==> src/rtl/calc_sequencer.sv <==
// calc_sequencer: fetch/decode/execute controller for the calculator datapath.
// Fetches 16-bit instructions from memory at pc and decodes opcode [15:13].
// It then drives the regfile, ALU, memory and mux controls until one of three
// things happens: HALT, an illegal opcode, or the instruction watchdog expires.
// Control outputs are a decode of the registered state and instruction.
// The status outputs (busy, done, flags, pc, instr_count) come straight from flops.
module calc_sequencer #(
    parameter logic [15:0] START_ADDR = 16'h0000,
    parameter logic [15:0] MAX_INSTR  = 16'hFFFF
) (
    input  logic        clk,
    input  logic        reset,
    input  logic        start,
    input  logic [15:0] mem_q,
    input  logic        alu_neg,
    output logic [15:0] pc,
    output logic        addr_sel,
    output logic        mem_we,
    output logic [3:0]  rf_ra1,
    output logic [3:0]  rf_ra2,
    output logic [3:0]  rf_wa,
    output logic        rf_we,
    output logic [2:0]  alu_mode,
    output logic        wd_sel,
    output logic        busy,
    output logic        done,
    output logic        neg_flag,
    output logic        illegal,
    output logic        timeout,
    output logic [15:0] instr_count
);

    typedef enum logic [2:0] {
        ST_IDLE    = 3'd0,
        ST_FETCH   = 3'd1,
        ST_DECODE  = 3'd2,
        ST_EXEC    = 3'd3,
        ST_LD_ADDR = 3'd4,
        ST_LD_WB   = 3'd5,
        ST_STORE   = 3'd6
    } state_t;

    localparam logic [2:0] OP_LD      = 3'b100;
    localparam logic [2:0] OP_ST      = 3'b101;
    localparam logic [2:0] OP_ILLEGAL = 3'b110;
    localparam logic [2:0] OP_HALT    = 3'b111;
    localparam logic [2:0] ALU_IDLE   = 3'b100;

    state_t      state_q, state_d;
    logic [15:0] pc_q, pc_d;
    logic [15:0] ir_q, ir_d;
    logic [15:0] count_q, count_d;
    logic        busy_q, busy_d;
    logic        done_q, done_d;
    logic        neg_q, neg_d;
    logic        illegal_q, illegal_d;
    logic        timeout_q, timeout_d;

    logic [2:0]  fetched_op_s;
    logic [15:0] count_inc_s;
    logic        watchdog_hit_s;
    logic [3:0]  rd_s;
    logic [3:0]  rb_s;
    logic        mem_we_s;
    logic        rf_we_s;

    // The opcode comes straight from mem_q while decoding, because IR is loaded on that same edge.
    assign fetched_op_s   = mem_q[15:13];
    assign count_inc_s    = count_q + 16'd1;
    assign watchdog_hit_s = (count_inc_s == MAX_INSTR);
    assign rd_s           = ir_q[11:8];
    assign rb_s           = ir_q[3:0];

    // State and status register with synchronous active-low reset.
    always_ff @(posedge clk) begin
        if (!reset) begin
            state_q   <= ST_IDLE;
            pc_q      <= START_ADDR;
            ir_q      <= 16'h0000;
            count_q   <= 16'h0000;
            busy_q    <= 1'b0;
            done_q    <= 1'b0;
            neg_q     <= 1'b0;
            illegal_q <= 1'b0;
            timeout_q <= 1'b0;
        end else begin
            state_q   <= state_d;
            pc_q      <= pc_d;
            ir_q      <= ir_d;
            count_q   <= count_d;
            busy_q    <= busy_d;
            done_q    <= done_d;
            neg_q     <= neg_d;
            illegal_q <= illegal_d;
            timeout_q <= timeout_d;
        end
    end

    // Next-state logic: sequencing, pc/IR updates, instruction counting and run-end flags.
    always_comb begin
        state_d   = state_q;
        pc_d      = pc_q;
        ir_d      = ir_q;
        count_d   = count_q;
        busy_d    = busy_q;
        done_d    = 1'b0;
        neg_d     = neg_q;
        illegal_d = illegal_q;
        timeout_d = timeout_q;
        case (state_q)
            ST_IDLE: begin
                if (start) begin
                    state_d   = ST_FETCH;
                    pc_d      = START_ADDR;
                    count_d   = 16'h0000;
                    busy_d    = 1'b1;
                    neg_d     = 1'b0;
                    illegal_d = 1'b0;
                    timeout_d = 1'b0;
                end else begin
                    state_d = ST_IDLE;
                end
            end
            ST_FETCH: begin
                state_d = ST_DECODE;
            end
            ST_DECODE: begin
                ir_d = mem_q;
                pc_d = pc_q + 16'd1;
                case (fetched_op_s)
                    OP_LD:      state_d = ST_LD_ADDR;
                    OP_ST:      state_d = ST_STORE;
                    OP_ILLEGAL: begin
                        state_d   = ST_IDLE;
                        illegal_d = 1'b1;
                        busy_d    = 1'b0;
                        done_d    = 1'b1;
                    end
                    OP_HALT: begin
                        state_d = ST_IDLE;
                        busy_d  = 1'b0;
                        done_d  = 1'b1;
                    end
                    default:    state_d = ST_EXEC;
                endcase
            end
            ST_EXEC, ST_LD_WB, ST_STORE: begin
                // Last cycle of a counted instruction; the watchdog may end the run here.
                count_d = count_inc_s;
                if (state_q == ST_EXEC) begin
                    neg_d = alu_neg;
                end else begin
                    neg_d = neg_q;
                end
                if (watchdog_hit_s) begin
                    state_d   = ST_IDLE;
                    timeout_d = 1'b1;
                    busy_d    = 1'b0;
                    done_d    = 1'b1;
                end else begin
                    state_d = ST_FETCH;
                end
            end
            ST_LD_ADDR: begin
                state_d = ST_LD_WB;
            end
            default: begin
                state_d = ST_IDLE;
                busy_d  = 1'b0;
            end
        endcase
    end

    // Datapath control decode from the current state and instruction register.
    always_comb begin
        addr_sel = 1'b1;
        alu_mode = ALU_IDLE;
        wd_sel   = 1'b0;
        rf_ra1   = 4'd0;
        rf_ra2   = 4'd0;
        rf_wa    = 4'd0;
        mem_we_s = 1'b0;
        rf_we_s  = 1'b0;
        case (state_q)
            ST_EXEC: begin
                rf_ra1   = rd_s;
                rf_ra2   = rb_s;
                rf_wa    = rd_s;
                alu_mode = ir_q[15:13];
                rf_we_s  = (rd_s != 4'd0);
            end
            ST_LD_ADDR: begin
                rf_ra2   = rb_s;
                addr_sel = 1'b0;
            end
            ST_LD_WB: begin
                rf_wa   = rd_s;
                wd_sel  = 1'b1;
                rf_we_s = (rd_s != 4'd0);
            end
            ST_STORE: begin
                rf_ra1   = rd_s;
                rf_ra2   = rb_s;
                addr_sel = 1'b0;
                mem_we_s = 1'b1;
            end
            default: begin
                addr_sel = 1'b1;
            end
        endcase
    end

    // Write enables are gated by reset so an in-flight instruction cannot disturb state.
    assign mem_we      = mem_we_s & reset;
    assign rf_we       = rf_we_s & reset;

    assign pc          = pc_q;
    assign busy        = busy_q;
    assign done        = done_q;
    assign neg_flag    = neg_q;
    assign illegal     = illegal_q;
    assign timeout     = timeout_q;
    assign instr_count = count_q;

endmodule

==> config.mk <==
export PLATFORM = sky130hd
export DESIGN_NAME = calc_sequencer
export DESIGN_NICKNAME = d
export VERILOG_FILES = /design/src/rtl/calc_sequencer.sv
export SDC_FILE = /design/constraint.sdc
export NUM_CORES = 1
export LEC_CHECK = 0
export BUFFER_PORTS_ARGS = -buffer_cell sky130_fd_sc_hd__buf_2
export CAP_MARGIN = 0
export CORE_ASPECT_RATIO = 1.4
export CORE_MARGIN = 2
export CORE_UTILIZATION = 45
export DETAILED_ROUTE_END_ITERATION = 8
export PLACE_DENSITY = 0.72
export REMOVE_ABC_BUFFERS = 1
export SYNTH_ARGS = -nofsm -noshare
export SYNTH_HDL_FRONTEND = slang
export SYNTH_SLANG_ARGS = --single-unit
==> constraint.sdc <==
create_clock -name clk -period 3.7 [get_ports clk]
set_input_delay 0.555 -clock clk [delete_from_list [all_inputs] [get_ports clk]]
set_output_delay 0.555 -clock clk [all_outputs]
set_load 0.03 [all_outputs]
==> run metrics <==
share of layout cells above drive strength 1=0.237; Slew @ Worst Pin=0.830 ns; Crit. Startpoint=state_q[1]; Startpoint Class=flop; Max IR drop VDD=0.229 mV; die area=0.00684 mm2; DRT iter0 DRCs=115; # hold bufs at CTS=0; Routed WL=6950 um; Worst Setup End Kind=output port; pre-CTS WS=1.38 ns; Final period util=0.713; Final setup viols=0; CTS Buf Count=5; vias in the first global route=2,643; initial antenna violation count=0; Final Hold Viols=0; Synth cell types=58; leakage power=1.41 nW; drt pass-1 iters=4; DR DRC count=0; register area share after synthesis=0.367; Warnings, synthesis=0; run status=complete, no violations; Rows=33; # nets final=438; Initial Util=0.472; Clock Latency Late Sink=0.30 ns; global-route wire length before repair=11,700 um; CTS tree=built; arrival time at the worst endpoint=2.08 ns; largest net degree at the start of global routing=26; input/output buffers=70; Cell Area, Placed=0.00316 mm2; root buffer cell=clkbuf_8; post-route setup slack=1.06 ns; clk buf depth=2; final instance area=0.00323 mm2; Syn-to-layout area delta=16.0%; Syn Area/Cell=7.87 um2; Primary FF master, synth=dfxtp_1; crit path max fanout=22; GPL Wtd Cong=0.828; Async SR Flop Fraction=0; GR Overflow Total=0; critical path type=flop to output port; CTS resizes=0; die width=70.5 um; RR Startpoint=state_q[1]; # H-tree levels=2; Tmin final=2.64 ns; Slew Limit Fails=0; core outline area=0.00590 mm2; flops & latches, synth=51; HP Start=ir_q[13]; Max-Cap Viols=0; vias=2,755; Cell Pwr Density=331 mW/mm2; setup TNS=0 ns; via/cell ratio=5.69; # IOs=76; clk_skew=0.00792 ns; Synth Cell Area=0.00279 mm2; Max Clock Freq=379 MHz; WP data required=3.14 ns; CTS clock-pin slew for the worst setup and hold paths=0.08 ns; HPWL after detailed placement=4960 um; GRT Util Overall=0.202; Diodes inserted=0; Post-CTS Setup Inserts=0; Post-synth EDFFs=0; Slew Limit Headroom=0.446; Die Y=97.1 um; RSZ-0062 raised after global routing=no; WL per Instance=14.4 um; Mapped Cells=354; clk sinks=51; Post-DRT Antenna Nets=0; Hold/Removal Path Class=flop to flop
-- per-layer routing --
metal / vias up / share of wire / GRT usage
li1: 1396 / - / -
met1: 1257 / 0.44 / 0.255
met2: 89 / 0.47 / 0.337
met3: 13 / 0.072 / 0.0467
met4: 0 / 0.016 / 0.0651
met5: - / 0 / 0
-- sequential cells by signal (all words and copies together) (netlist names) --
register	flops
busy	1
done	1
illegal	1
instr_count	16
ir_q	11
neg_flag	1
pc	16
state_q	3
timeout	1
-- final cells by class --
| cell class | count | area (um2) |
|---|---|---|
| repair buffers | 73 | 373 |
| multi-input cells | 276 | 1650 |
| fillers | 579 | 2670 |
| flip-flops and latches | 51 | 1020 |
| inverters | 8 | 30.0 |
| well taps | 70 | 87.6 |
| clock buffers | 6 | 72.6 |
-- worst paths after layout --
check             slack [ns]  cells past startpoint               to
setup / recovery        1.06                      5            rf_we
hold / removal          0.46                      2         ir_q[13]
setup reg to reg        1.36                      5  instr_count[12]
hold reg to reg         0.46                      2         ir_q[13]
-- cells by family (layout without fill, tap and decap cells) --
kind of cell    after synthesis  after routing  synth area share
flops                        51             51             0.367
xor+xnor                      3              3           0.00944
mux                           1              1           0.00404
compound gates               99             99             0.233
buf+inv                      27             87            0.0440
fa+ha+maj                     3              3            0.0135
simple gates                170            170             0.330
-- layout by cell type, fill, tap and decap left out, drive strengths merged, types with 3 or more instances in the layout --
cell type / Yosys / final
a211oi: 3 / 3
a21oi: 37 / 37
a311oi: 5 / 5
a31oi: 5 / 5
and2: 16 / 16
and3: 16 / 16
buf: 1 / 73
clkbuf: 18 / 6
dfxtp: 51 / 51
ha: 3 / 3
inv: 8 / 8
nand2: 49 / 49
nand2b: 3 / 3
nand3: 17 / 17
nand3b: 7 / 7
nand4: 6 / 6
nor2: 23 / 23
nor2b: 3 / 3
nor3: 10 / 10
o21a: 3 / 3
o21ai: 22 / 22
o31ai: 3 / 3
or2: 3 / 3
or3: 6 / 6
or4: 3 / 3
-- cells in the mapped netlist, types with 3 or more instances --
master | n | area share
a21oi_1 | 37 | 0.066
a311oi_1 | 5 | 0.016
a31oi_1 | 5 | 0.011
and2_1 | 15 | 0.034
and3_1 | 16 | 0.036
clkbuf_1 | 16 | 0.022
dfxtp_1 | 51 | 0.37
ha_1 | 3 | 0.013
inv_1 | 7 | 0.0094
nand2_1 | 49 | 0.066
nand2b_1 | 3 | 0.0067
nand3_1 | 16 | 0.029
nand3b_1 | 7 | 0.019
nand4_1 | 5 | 0.011
nor2_1 | 23 | 0.031
nor2b_1 | 3 | 0.0067
nor3_1 | 10 | 0.018
o21a_1 | 3 | 0.0081
o21ai_0 | 22 | 0.040
o31ai_1 | 3 | 0.0081
or2_2 | 3 | 0.0067
or3_1 | 4 | 0.0090
-- worst max-delay path, stage by stage (launching register included) --
cell	delay (ns)
dfxtp_1	0.67
nor2b_1	0.34
nand2_1	0.16
o21ai_0	0.21
and3_1	0.22
buf_2	0.19
-- metrics by stage --
| stage | instances | utilization | power [W] | hold WS [ns] |
|---|---|---|---|---|
| final | 484 | 0.547 | 0.00107 | 0.457 |
| after global routing | 484 | 0.547 | 0.00112 | 0.482 |
| after CTS | 484 | 0.547 | 0.00108 | 0.458 |
| after detailed placement | 478 | 0.535 | 0.000781 | 0.445 |
| after global placement | 478 | 0.535 | 0.000777 | 0.437 |
| after floorplan | 335 | - | 0.000718 | 0.432 |
-- power by group --
part / switching, W / total (W) / internal, W / leakage [nW]
registers: 0.0000261 / 0.000592 / 0.000566 / 0.412
clock network: 0.000175 / 0.000302 / 0.000127 / 0.0371
logic: 0.000119 / 0.000177 / 0.0000580 / 0.957
(Power assumes the default switching activity.)
